==> config.mk <==
export PLATFORM = sky130hd
export DESIGN_NAME = vector_scale_seq
export DESIGN_NICKNAME = d
export VERILOG_FILES = /design/src/rtl/vector_scale_pkg.sv /design/src/rtl/vector_scale_seq_mul8x8.sv /design/src/rtl/vector_scale_seq.sv
export SDC_FILE = /design/constraint.sdc
export NUM_CORES = 1
export LEC_CHECK = 0
export ABC_CLOCK_PERIOD_IN_PS = 5000
export BUFFER_PORTS_ARGS = -buffer_cell sky130_fd_sc_hd__buf_4
export CAP_MARGIN = 20
export CORE_MARGIN = 2
export CORE_UTILIZATION = 35
export DETAILED_ROUTE_END_ITERATION = 10
export GPL_TIMING_DRIVEN = 0
export PLACE_DENSITY = 0.64
export SLEW_MARGIN = 20
export SYNTH_ARGS = -nofsm -noshare
export SYNTH_HDL_FRONTEND = slang
export SYNTH_HIERARCHICAL = 1
export SYNTH_SLANG_ARGS = --single-unit
==> constraint.sdc <==
create_clock -name clk -period 5 [get_ports clk]
set_input_delay 1 -clock clk [delete_from_list [all_inputs] [get_ports clk]]
set_output_delay 1 -clock clk [all_outputs]
set_load 0.01 [all_outputs]
==> src/rtl/vector_scale_pkg.sv <==
// Shared types and constants for the vector_scale_seq block.
// Holds the controller state encoding, operand/product widths and a helper
// that sizes the element index counter.
package vector_scale_pkg;

  localparam int ELEM_W = 8;
  localparam int PROD_W = 16;

  // Controller phases: wait for operands, walk the vector, present result.
  typedef enum logic [1:0] {
    IDLE = 2'd0,
    CALC = 2'd1,
    DONE = 2'd2
  } state_t;

  // Index counter width: enough bits to address SIZE elements, never zero.
  function automatic int idx_width(input int size);
    return (size > 1) ? $clog2(size) : 1;
  endfunction

endpackage

==> src/rtl/vector_scale_seq_mul8x8.sv <==
// mul8x8: combinational 8x8 -> 16-bit multiplier shared by all elements.
// Build option VECTOR_SCALE_SIGNED_EN selects two's complement operands;
// without it operands are unsigned. A 16-bit result holds the full product
// either way, so nothing is ever truncated or saturated.
module mul8x8
  import vector_scale_pkg::*;
(
  input  logic [ELEM_W-1:0] a,
  input  logic [ELEM_W-1:0] b,
  output logic [PROD_W-1:0] p
);

`ifdef VECTOR_SCALE_SIGNED_EN
  logic signed [PROD_W-1:0] a_x;
  logic signed [PROD_W-1:0] b_x;
  logic signed [PROD_W-1:0] p_s;

  // Sign-extend both operands to the product width before multiplying.
  assign a_x = {{(PROD_W-ELEM_W){a[ELEM_W-1]}}, a};
  assign b_x = {{(PROD_W-ELEM_W){b[ELEM_W-1]}}, b};
  assign p_s = a_x * b_x;
  assign p   = p_s;
`else
  logic [PROD_W-1:0] a_x;
  logic [PROD_W-1:0] b_x;

  // Zero-extend both operands to the product width before multiplying.
  assign a_x = {{(PROD_W-ELEM_W){1'b0}}, a};
  assign b_x = {{(PROD_W-ELEM_W){1'b0}}, b};
  assign p   = a_x * b_x;
`endif

endmodule

==> src/rtl/vector_scale_seq.sv <==
// vector_scale_seq: multiplies one scalar across a vector of SIZE elements,
// one element per cycle through a single shared mul8x8.
// Operands are captured on the input handshake, the products are written
// into a result register array during CALC, and the completed vector is held
// in DONE until the consumer takes it. in_ready and out_valid are flops fed
// from the next-state decode, so neither depends combinationally on inputs.
// Build option: VECTOR_SCALE_SIGNED_EN (signed operands in the multiplier).
module vector_scale_seq
  import vector_scale_pkg::*;
#(
  parameter int SIZE = 4
)
(
  input  logic                   clk,
  input  logic                   rst,
  input  logic                   in_valid,
  output logic                   in_ready,
  input  logic [ELEM_W-1:0]      scalar,
  input  logic [ELEM_W*SIZE-1:0] vec,
  output logic                   out_valid,
  input  logic                   out_ready,
  output logic [PROD_W*SIZE-1:0] out_vec
);

  localparam int IDX_W = idx_width(SIZE);
  localparam logic [IDX_W-1:0] IDX_LAST = IDX_W'(SIZE - 1);

  state_t            state_q;
  state_t            state_nxt;
  logic              in_ready_q;
  logic              in_ready_nxt;
  logic              out_valid_q;
  logic              out_valid_nxt;
  logic [IDX_W-1:0]  idx_q;
  logic              accept;
  logic              idx_last;

  logic [ELEM_W-1:0] scalar_q;
  logic [ELEM_W-1:0] vec_q  [SIZE];
  logic [PROD_W-1:0] prod_q [SIZE];
  logic [ELEM_W-1:0] elem;
  logic [PROD_W-1:0] prod;

  assign accept   = in_valid && (state_q == IDLE);
  assign idx_last = (idx_q == IDX_LAST);
  assign elem     = vec_q[idx_q];

  // Next state and the registered handshake outputs for that state.
  always_comb begin
    state_nxt     = state_q;
    in_ready_nxt  = 1'b0;
    out_valid_nxt = 1'b0;
    unique case (state_q)
      IDLE: if (in_valid)  state_nxt = CALC;
      CALC: if (idx_last)  state_nxt = DONE;
      DONE: if (out_ready) state_nxt = IDLE;
      default:             state_nxt = IDLE;
    endcase
    in_ready_nxt  = (state_nxt == IDLE);
    out_valid_nxt = (state_nxt == DONE);
  end

  // State and handshake flops; reset returns to an empty, ready block.
  always_ff @(posedge clk) begin
    if (rst) begin
      state_q     <= IDLE;
      in_ready_q  <= 1'b1;
      out_valid_q <= 1'b0;
    end else begin
      state_q     <= state_nxt;
      in_ready_q  <= in_ready_nxt;
      out_valid_q <= out_valid_nxt;
    end
  end

  // Element index: cleared on accept, advances each CALC cycle up to SIZE-1.
  always_ff @(posedge clk) begin
    if (rst) begin
      idx_q <= '0;
    end else if (accept) begin
      idx_q <= '0;
    end else if (state_q == CALC) begin
      idx_q <= idx_last ? '0 : idx_q + IDX_W'(1);
    end
  end

  // Operand capture; later changes on scalar/vec cannot disturb a run.
  always_ff @(posedge clk) begin
    if (accept) begin
      scalar_q <= scalar;
      for (int i = 0; i < SIZE; i++) begin
        vec_q[i] <= vec[ELEM_W*i +: ELEM_W];
      end
    end
  end

  mul8x8 u_mul (
    .a (scalar_q),
    .b (elem),
    .p (prod)
  );

  // Result array: one product written per CALC cycle, held otherwise.
  always_ff @(posedge clk) begin
    if (rst) begin
      for (int i = 0; i < SIZE; i++) begin
        prod_q[i] <= '0;
      end
    end else if (state_q == CALC) begin
      prod_q[idx_q] <= prod;
    end
  end

  for (genvar g = 0; g < SIZE; g++) begin : g_out
    assign out_vec[PROD_W*g +: PROD_W] = prod_q[g];
  end

  assign in_ready  = in_ready_q;
  assign out_valid = out_valid_q;

endmodule

# Yosys cells after proc, flatten, opt, wreduce, memory -nomap -nowiden
# Memory sizes are Yosys's and may differ from the RTL's. A register that Yosys moved wholly into a read port is not among the register bits.
# Index checks and enable logic that the tools add are counted.
# classes
addsub	1
n_mul	1
n_eq_ne	4
n_mux	17
n_reduce_logical	5
# ops
cell	count
$mul A8 B8 Y16	1
$mux W16	1
$reduce_or A16 Y1	1
$mux W2	7
$mux W1	8
$eq A2 B2 Y1 const B	3
$pmux W2 S3	1
$logic_not A2 Y1	2
$add A2 B1 Y2 const B	1
$eq A2 B1 Y1 const B	1
$reduce_or A2 Y1	1
$logic_and A1 B1 Y1	1
# totals
register_bits	14
ramBits	96
input_bits	44
word_cells	35
memories	2
# memory_table
name	words	width	rd	rd_ports_with_merged_regs	write_ports	line	text
prod_q	4	16	4	0	4	vector_scale_seq.sv:40	logic [PROD_W-1:0] prod_q [SIZE];
vec_q	4	8	1	1	4	vector_scale_seq.sv:39	logic [ELEM_W-1:0] vec_q [SIZE];

# Depth between registers and ports, before layout
# Gate-level depths: netlist of run 1.
# logic_depth
depth_word	6
depth_mapped	19

# Cells and area by module
# Netlist of run 1, hierarchy kept.
# modules_own_cells
mod	instances	cells_per_inst	area_per_inst_um2	seq_area_each_um2
vector_scale_seq	1	244	4262.8	3283.1
mul8x8	1	243	2109.5	0.0

# Worst setup path before layout of run 1
# OpenSTA, ideal clock, no wires.
# synth_path
path_kind	register to register
start	reg (tool-made name)
end	mem prod_q[2][15] (data pin)
setup_ns	0.157
arrival_time_ns	4.896
t_required_ns	4.843
path_slack_ns	-0.052
path_stages_with_launch	20
period_less_slack_ns	5.052
path_cell_list	dfxtp_1 buf_2 mux4_2 and2_1 fa_1 inv_1 fa_1 inv_1 fa_1 inv_1 fa_1 inv_1 ha_1 and2_4 a221oi_2 nand3_1 and3_1 a211oi_2 inv_1 nor3_1
# synth_rtl
element	line
to (decl)	vector_scale_seq.sv:40

==> impl_results.md, run 1 <==
- Detailed Routing Iterations Pass 1: 4
- Sink Count: 112
- R2r setup slk: ~0.029 ns
- Synth Instances: 487
- Clock Pin Slew Worst Setup and Hold Paths: about 0.080 ns
- Part of the cycle the worst path needs: 99.4%
- DPL Wire Length: 9610 um
- # setup viols final: 0
- Reg2reg end: prod_q[2][15]
- Top FF cell, synth: edfxtp_1
- DIE HEIGHT: 139 um
- Share of the synthesized area in the top cell type: 49.0%
- WL per Instance: between 10 and 15 um
- Finished Layout Cells: 861
- Post-DP Area: 7510 um^2
- Clk buf depth: 2
- GPL Wtd Cong: 0.842
- Most instantiated cells after synthesis: edfxtp_1 (104), inv_1 (65), and2_1 (63)
- DR vias: 3,975
- Clk root buf: clkbuf_16
- Layout area overhead: 29.8%
- First-pass GRT wire length: 20,700 um
- Syn_nets: roughly 600
- Clock share of power: 18.9%
- RSZ-0062 raised after global routing: yes
- Largest net degree at the start of global routing: 27
- CP Launch Type: register
- Chip width: 139 um
- Syn Area/Cell: 13.1 um^2
- Slew @ Worst Pin: approximately 0.63 ns
- Synth async-reset ratio: 0%
- H-tree depth: 3
- Initial cell density of the core: 35.6%
- Seq/Total Area, Yosys: 51.5%
- Minimum clock period: 4.97 ns
- Placeable Area: 17,900 um^2
- Die Area: 19,300 um^2
- Pwr dens: 494 nW/um^2
- Combinational fraction of design power: 52.7%
- VDD IR max: around 0.00029 V
- Row count: 49
- Design Area, Final: 8270 um^2
- Worst Reg-to-Reg Cells: 17
- Worst-skew pair later-pin latency: 0.37 ns
- DR iter-0 viols: 226
- Vias in the first global route: roughly 4.1k
- Top-count cell post-synth: edfxtp_1
- Slew Limit Fails: 0
- Hold Path Class: reg -> reg
- Initial antenna violation count: 0
- Area leader, netlist: edfxtp_1
- Grt total ovfl: 0
- Drt total wl: 12,600 um
- Slew Limit Headroom: a little under three fifths
- Final hold violation count: 0
- Max frequency: between 200 and 250 MHz
- Avg Vias per Cell: 4.62
- Final net count: 744
- Crit Path Max Fanout: 6
- Yosys cell types: 55
- Leak pwr: 3.62 nW
- Final Skew: 0.0121 ns
- Hold path start: idx_q[0]
- Status: finished clean
- Number of synthesized flops with an enable pin: roughly 100
- Switching part of the total power: a little under two fifths
- Layout cell share with drive strength beyond 1: between 30 and 40%
- Crit end category: register
- Yosys reg bits: 112
- CTS tree: built
- Dpl cells: roughly 830
- Worst setup path category: reg -> reg
- Top post-synthesis cells by area: edfxtp_1 (49%), fa_1 (11%), ha_1 (7.3%)
- Ys Warns: 6
- Buffers added on ports: 109
- # DRC: 0
- Fin Setup TNS: 0 ns
- Inserted Clock Buffers: 9
- Mapped cell area: 6370 um^2
- Global Route Usage Sum: 13.4%
- Boundary Pins: 110
- CP required: 5.21 ns
- MaxCap Viol Count: 0
- Number of fill cells: 1,626
- Core Util, Final: 46.2%
- Reg power frac: 28.4%
- Antenna viol nets, final: 0
- Worst path arrival time: just over 5 ns
- Internal Power: 0.00253 W
- Sw power: 0.00156 W
- Hold Path Stages: 2
- # diodes: 0
sequential cells by signal, indices dropped and copies added, names as in the netlist, named ones only:
signal     flops
prod_q        64
vec_q         32
scalar_q       8
idx_q          2
state_q        2
in_ready       1
out_valid      1
through the flow:
stage	total power, W	hold WS [ns]	setup slack (ns)
4_1_cts	0.00392	0.577	-0.0799
3_5_place_dp	0.00279	0.566	-0.674
3_3_place_gp	0.00275	0.557	-0.622
5_1_grt	0.00440	0.646	-0.157
2_1_floorplan	0.00235	0.505	0.0185
6_report	0.00409	0.584	0.0295
final cells by class:
cell class / count / area, um^2 / area share, %
clock inverter: 7 / 103 / 1.24
buffer: 14 / 91.3 / 1.10
clock buffer: 9 / 225 / 2.72
sequential: 112 / 3290 / 39.7
multi-input combinational: 295 / 3010 / 36.4
tap: 229 / 287 / 3.46
inverter: 65 / 244 / 2.95
timing repair buffer: 130 / 1020 / 12.4
worst max-delay path, cell delays in order, from the launching register on:
cell and delay, ns:
dfxtp_2 0.34, buf_8 0.13, buf_12 0.10, mux4_2 0.55, and2_4 0.20, fa_1 0.56, fa_1 0.43, fa_1 0.49
inv_1 0.05, fa_2 0.53, inv_2 0.05, ha_4 0.22, a211o_1 0.28, o22a_1 0.19, and3_4 0.16, a211oi_4 0.29
inv_2 0.07, nor3_2 0.18
metal layers:
layer | track usage (%) | part of all wire, % | vias up
li1 | - | - | 1960
met1 | 17.8 | 46 | 1885
met2 | 21.6 | 47 | 118
met3 | 3.35 | 5.1 | 12
met4 | 4.57 | 1.5 | 0
met5 | 0 | 0 | -
power groups by stage:
stage	clock network (W)	registers (W)	logic [W]
2_1_floorplan	0	0.00120	0.00115
3_3_place_gp	0	0.00118	0.00157
3_5_place_dp	0	0.00118	0.00161
4_1_cts	0.000792	0.00116	0.00197
5_1_grt	0.000831	0.00117	0.00240
6_report	0.000773	0.00116	0.00216
cell usage in the layout, fill, tap and decap left out, types with 4 or more instances in the layout:
cell type	Yosys	layout
dfxtp_1	8	6
edfxtp_1	104	104
nor3_2	9	10
a21oi_1	7	5
and2_1	63	57
mux4_2	8	8
nor3_1	8	6
ha_1	37	31
fa_1	36	33
and2_4	1	7
clkbuf_16	0	9
nand2b_1	4	4
buf_4	0	124
ha_4	0	6
clkbuf_1	8	8
nand2_1	22	18
inv_2	0	9
o21a_1	4	4
and3_1	35	34
inv_1	65	56
xnor2_1	7	5
nor2_1	8	7
nand2_2	1	4
buf_6	1	5
how the worst max path moves through the flow:
stage                  start             to  slack [ns]  cells past startpoint
floorplan           register  prod_q[2][15]        0.02                     19
CTS                 register  prod_q[2][15]       -0.08                     17
finish              register  prod_q[2][15]        0.03                     17
global placement    register  prod_q[2][15]       -0.62                     19
detailed placement  register  prod_q[2][15]       -0.67                     19
global route        register  prod_q[2][15]       -0.16                     17
logic make-up (layout without fill, tap and decap cells):
family	after synthesis	count (layout)	synth area share [%]
adder cells (fa/ha/maj)	73	73	18.6
XOR/XNOR	11	11	1.51
buffers and inverters	80	225	5.16
multiplexers	8	8	2.83
AND/OR/NAND/NOR	168	168	16.4
AO/OA/AOI/OAI	35	35	4.04
flip-flops	112	112	51.5
timing repair:
item / in CTS / in global routing
setup endpoints to repair: 32 / 22
buffers inserted: 17 / 3
gates resized for setup: 36 / 22
hold buffers: 0 / 0
pin swaps: 30 / 32
Power figures use the tool's default switching activity.
==> run 2, diff against run 1 <==
- ABC_AREA: not set -> 1
==> run 2 against run 1 <==
Effect of this change: the run now ends with design-rule violations left; critical path type unchanged; sequential cell count unchanged; clock-buffer cell count unchanged; synthesized cell count rose by 36%; global-route usage down 0.40 points; setup slack better by 0.28 ns; die area is 1.7% higher; combinational power decreased by 15%; clock skew down 0.0018 ns; hold slack got worse by 0.032 ns; utilization fell by 1.8 points; first-iteration DRC count grew 16%.
==> impl_results.md, run 2 <==
- Hold-fix buffers, CTS: 0
- Grt total ovfl: 0
- Layout cell share with drive strength beyond 1: 21.7%
- Worst path arrival time: around 4.8 ns
- Initial antenna violation count: 0
- Design Area, Final: 8030 um^2
- Combinational fraction of design power: 49.5%
- Antenna viol nets, final: 0
- Inserted Clock Buffers: 9
- Share of the synthesized area in the top cell type: 48.2%
- Crit path buf inv count: 12
- WL per Instance: between 10 and 15 um
- Most used cell along the critical path: inv_1
- CP Launch Type: register
- Largest stage delay on the critical path: 0.52 ns
- Sink Count: between 100 and 150
- Clock share of power: about a fifth
- Most common cell after layout, fill and taps aside: inv_1
- Pre-CTS setup slack: -0.318 ns
- Number of synthesized flops with an enable pin: 104
- Layout area overhead: 23.9%
- Top-count cell post-synth: inv_1
- Synth async-reset ratio: 0%
- Slew Limit Fails: 0
- H-tree depth: 3
- # DRC: 11
- Clock Pin Slew Worst Setup and Hold Paths: 0.08 ns
- CTS tree: built
- Total power: 0.00371 W
- First-pass GRT wire length: 20,500 um
- Buffers added on ports: 109
- Syn_nets: a little under 800
- Largest net degree at the start of global routing: 41
- Global Route Usage Sum: a little over an eighth
- Setup ws final: 0.308 ns
- Hold Path Class: reg -> reg
- Final Skew: 0.0103 ns
- # diodes: 0
- Detailed Routing Iterations Pass 1: 8
- Die Area: 19,600 um^2
- Initial cell density of the core: 35.8%
- Drt total wl: 12,500 um
- MaxCap Viol Count: 0
- Avg Vias per Cell: 4.33
- Regs by FF count: prod_q x64, vec_q x32, scalar_q x8
- Commonest non-fill, non-tap cells in the layout: inv_1 (146), nand2_1 (131), buf_4 (120)
- Top FF cell, synth: edfxtp_1
- Placeable Area: 18,100 um^2
- Mapped cell area: around 6500 um^2
- Critical path's slowest cell: fa_1
- Syn Area/Cell: a little under 10 um^2
- Vias in the first global route: 4,317
- CP required: about 5.1 ns
- Crit path max-delay family: adder cells
- RSZ-0062 raised after global routing: no
- Final net count: 905
- Reg power frac: 30.9%
- Yosys cell types: 24
- GPL Wtd Cong: 0.803
- Most instantiated cells after synthesis: inv_1 (151), nand2_1 (132), edfxtp_1 (104)
- Crit Path Max Fanout: 10
- Crit end category: register
- Max FFs per register: 64
- Minimum clock period: 4.69 ns
- Top post-synthesis cells by area: edfxtp_1 (48%), fa_1 (11%), inv_1 (8.7%)
- Slew Limit Headroom: 46.8%
- Hold path start: state_q[0]
- Synth Instances: 662
- Row count: 49
- Yosys reg bits: 112
- Slew @ Worst Pin: between 0.7 and 0.8 ns
- VDD IR max: 0.000224 V
- Part of the cycle the worst path needs: about 94%
- DR iter-0 viols: 262
- Seq/Total Area, Yosys: around half
- Clk buf depth: 2
- # setup viols final: 0
- Worst setup path category: reg -> reg
- DIE HEIGHT: 140 um
- Status: finished with violations
- Internal Power: ~0.0022 W
- DPL Wire Length: 9860 um
- Boundary Pins: 110
- Post-DP Area: 7620 um^2
- Fin Setup TNS: 0 ns
- Clk root buf: clkbuf_16
- Area leader, netlist: edfxtp_1
- Switching part of the total power: roughly two fifths
- DR vias: 4,428
- Pwr dens: 461 nW/um^2
- Max frequency: around 210 MHz
- Final hold violation count: 0
- Leak pwr: 4.05 nW
- Ys Warns: 6
- Core Util, Final: 44.4%
- Failing checks: design-rule violations
- Biggest register: prod_q
- Chip width: 140 um
- Sw power: 0.00151 W
- Worst-skew pair later-pin latency: 0.35 ns
[run 2: cell count changes after synthesis, moves of 6 or more]
cell / before / now
nor2_1: 8 / 93
o21ai_0: 2 / 23
clkbuf_1: 8 / 16
and3_1: 35 / 0
xnor2_1: 7 / 1
mux4_2: 8 / 0
nor3_1: 8 / 0
inv_1: 65 / 151
nor3_2: 9 / 0
and2_1: 63 / 0
nand3_1: 1 / 15
nand2_1: 22 / 132
[run 2: per-stage QoR]
| step | hold slack, ns | std cells |
|---|---|---|
| 2_1_floorplan | 0.515 | 662 |
| 3_3_place_gp | 0.538 | 1000 |
| 3_5_place_dp | 0.544 | 1001 |
| 4_1_cts | 0.554 | 1017 |
| 5_1_grt | 0.592 | 1022 |
| 6_report | 0.552 | 1022 |
[run 2: worst paths after layout]
check / end / slack (ns) / cells past startpoint
worst max-delay path: prod_q[3][11] / 0.31 / 27
worst min-delay path: state_q[0] / 0.55 / 2
worst max register to register: prod_q[3][11] / 0.31 / 27
worst min register to register: state_q[0] / 0.55 / 2
[run 2: routing by layer]
metal | vias to the layer above | GRT usage, % | share of wire, %
li1 | 2283 | - | -
met1 | 2025 | 17.0 | 45
met2 | 116 | 21.7 | 49
met3 | 4 | 3.49 | 5.8
met4 | 0 | 3.30 | 0.40
met5 | - | 0 | 0
[run 2: cell families after synthesis]
kind of cell               synth area share, %
adders and majority gates                 18.3
xor gates and xnor gates                 0.946
buffers and inverters                     10.8
and+or+nand+nor                           16.6
AOI/OAI and AO/OA                         2.82
DFF                                       50.6
[run 2: power groups by stage]
stage	registers (W)	logic, W	clock network, W
finish	0.00115	0.00183	0.000727
global route	0.00115	0.00213	0.000783
CTS	0.00115	0.00181	0.000744
detailed placement	0.00117	0.00176	0
global placement	0.00117	0.00173	0
floorplan	0.00119	0.00127	0
[run 2: cell type report]
type | count | area, um^2
tap | 229 | 287
clock buffer | 9 | 225
timing repair buffer | 116 | 878
fill | 1688 | 10100
multi-input combinational | 372 | 2550
buffer | 23 | 149
inverter | 154 | 578
clock inverter | 7 | 78.8
sequential | 112 | 3280
[run 2: worst reg2reg max path, cell delays in order, from the launching register on]
cell and delay, ns:
dfxtp_1 0.34, buf_6 0.14, inv_2 0.07, buf_6 0.14
o21ai_0 0.15, o21ai_1 0.10, buf_4 0.18, nand2_1 0.06
inv_1 0.06, fa_1 0.50, inv_1 0.05, fa_1 0.47
inv_1 0.05, fa_1 0.52, inv_1 0.05, fa_1 0.52
inv_1 0.06, ha_4 0.26, nand2_2 0.07, inv_2 0.04
nand2_1 0.10, inv_1 0.05, nand2_1 0.07, nand3_1 0.06
nand2_1 0.05, nand2_1 0.04, inv_1 0.13, nor2_1 0.08
[run 2: what timing repair did]
item / in CTS / in global routing
gates cloned: 0 / 0
buffers inserted: 1 / 5
pin swaps: 0 / 3
resized for setup: 15 / 22
endpoints found under the setup margin: 32 / 32
==> run 3, diff against run 2 <==
- PLACE_DENSITY: 0.64 -> not set
==> run 3 against run 2 <==
Effect of this change: sequential cell count did not move; the flow still finishes with violations (design-rule violations); setup slack improved by 0.017 ns; fmax is 0.36% higher; utilization fell by 0.10 points; hold slack improved by 0.0087 ns; non-clock buffer count up 3; die area is the same; final cell count grew 0.29%; via count up 0.41%; cell area decreased by 0.23%; routed wire length hardly changed.
==> impl_results.md, run 3 (same netlist as run 2, synthesis figures left out) <==
- Switching part of the total power: 41.7%
- DR iter-0 viols: 249
- # setup viols final: 0
- Grt total ovfl: 0
- First-pass GRT wire length: roughly 21,000 um
- Fin Setup TNS: 0 ns
- Chip width: 140 um
- R2r setup slk: 0.33 ns
- DPL Wire Length: 9830 um
- Slew Limit Fails: 0
- Placeable Area: 18,100 um^2
- Hold path start: state_q[0]
- Total power: roughly 0.0037 W
- Biggest register: prod_q
- Hold Path Class: reg -> reg
- Final net count: 908
- Max frequency: 214 MHz
- Die Area: approximately 20,000 um^2
- Global Route Usage Sum: 13.3%
- Core Util, Final: 44.3%
- Regs by FF count: prod_q x64, vec_q x32, scalar_q x8
- Worst Reg-to-Reg Cells: 26
- Inserted Clock Buffers: 9
- Setup ws final: 0.325 ns
- Failing checks: design-rule violations
- Clock Pin Slew Worst Setup and Hold Paths: 0.07 ns
- Worst path arrival time: 4.77 ns
- Largest net degree at the start of global routing: 41
- Critical path's slowest cell: fa_1
- GPL Wtd Cong: 0.809
- Slew Limit Headroom: between 40% and 50%
- Reg power frac: 31.4%
- Drt total wl: 12,500 um
- Hold-fix buffers, CTS: 0
- Boundary Pins: 110
- Largest stage delay on the critical path: 0.53 ns
- Initial antenna violation count: 0
- Worst-skew pair later-pin latency: 0.35 ns
- MaxCap Viol Count: 0
- Most common cell after layout, fill and taps aside: inv_1
- Internal Power: between 0.002 and 0.0025 W
- Clk buf depth: 2
- Detailed Routing Iterations Pass 1: 11
- Row count: 49
- VDD IR max: 0.000225 V
- Final Skew: 0.00675 ns
- Clock share of power: 18.1%
- Avg Vias per Cell: approximately 4.3
- Combinational fraction of design power: 50.5%
- Sink Count: 112
- Hold Path Stages: 2
- CTS tree: built
- Layout area overhead: 23.6%
- Slew @ Worst Pin: 0.792 ns
- Buffers added on ports: 109
- Commonest non-fill, non-tap cells in the layout: inv_1 (146), nand2_1 (131), buf_4 (125)
- Clk root buf: clkbuf_16
- Layout cell share with drive strength beyond 1: 21.4%
- Reg2reg end: prod_q[3][14]
- Vias in the first global route: 4,369
- Max FFs per register: 64
- # DRC: 11
- WHS Endpoint: state_q[0]
- Final hold violation count: 0
- WL per Instance: 12.2 um
- # diodes: 0
- Crit Path Max Fanout: 10
- Worst setup path category: reg -> reg
- Sw power: 0.00153 W
- CP required: about 5.1 ns
- Part of the cycle the worst path needs: between 90% and 100%
- Most used cell along the critical path: nand2_1
- Antenna viol nets, final: 0
- CP Launch Type: register
- Initial cell density of the core: 35.8%
- Minimum clock period: 4.67 ns
- Leak pwr: 4.05 nW
- DIE HEIGHT: 140 um
- Status: finished with violations
- Pre-CTS setup slack: -0.366 ns
- Number of fill cells: ~1.8k
- H-tree depth: 3
- DR vias: 4,446
- Pwr dens: 457 nW/um^2
- Crit end category: register
==> run 3: cell count changes in the layout (fill, tap and decap cells not counted), sizes merged <==
cell	change
clkinv	+3
inv	-1
buf	+4
clkinvlp	-1
bufinv	-1
clkbuf	-1
==> run 3: how the worst max path moves through the flow <==
stage                         from       endpoint  slack [ns]
final                     register  prod_q[3][14]        0.33
after global routing      register  prod_q[2][15]      -0.008
after CTS                 register  prod_q[1][15]        0.02
after detailed placement  register  prod_q[1][15]       -0.37
after global placement    register  prod_q[3][15]       -0.34
after floorplan           register  prod_q[3][10]        0.41
==> run 3: final cells by class <==
class                           count  area, um^2  share of cell area, %
Multi-Input combinational cell    372        2550                   31.8
Buffer                             24         159                   1.98
Inverter                          154         578                   7.21
Clock inverter                      7        46.3                  0.578
Clock buffer                        9         225                   2.81
Tap cell                          229         287                   3.57
Timing Repair Buffer              118         890                   11.1
Sequential cell                   112        3280                   41.0
==> run 3: critical path: cells and delay by family (launching register included) <==
| kind | cells | cell delay, ns |
|---|---|---|
| buffers and inverters | 10 | 0.93 |
| AO/OA/AOI/OAI | 2 | 0.24 |
| adder cells (fa/ha/maj) | 5 | 2.33 |
| AND/OR/NAND/NOR | 9 | 0.59 |
| flip-flops | 1 | 0.33 |
==> run 3: routing by layer <==
metal | global-route usage (%) | routed length (um)
met1 | 17.1 | 5800
met2 | 22.6 | 5820
met3 | 3.28 | 699
met4 | 3.62 | 133
met5 | 0 | 0
==> run 3: through the flow <==
stage	hold WS [ns]	cell area (um^2)	instances
floorplan	0.515	6480	662
global placement	0.541	7590	1000
detailed placement	0.550	7610	1001
CTS	0.560	7910	1018
global route	0.594	8020	1025
finish	0.561	8020	1025
==> run 3: repair_timing <==
| item | in CTS | in global routing |
|---|---|---|
| gates cloned | 0 | 0 |
| setup endpoints to repair | 32 | 36 |
| pin swaps | 0 | 4 |
| resized for setup | 14 | 32 |
| setup buffers | 1 | 7 |
==> run 3: power groups by stage <==
stage,clock network (W),registers (W),logic [W]
global route,0.000713,0.00116,0.00214
finish,0.000664,0.00115,0.00185
CTS,0.000673,0.00115,0.00180
global placement,0,0.00117,0.00176
detailed placement,0,0.00117,0.00178
floorplan,0,0.00119,0.00127
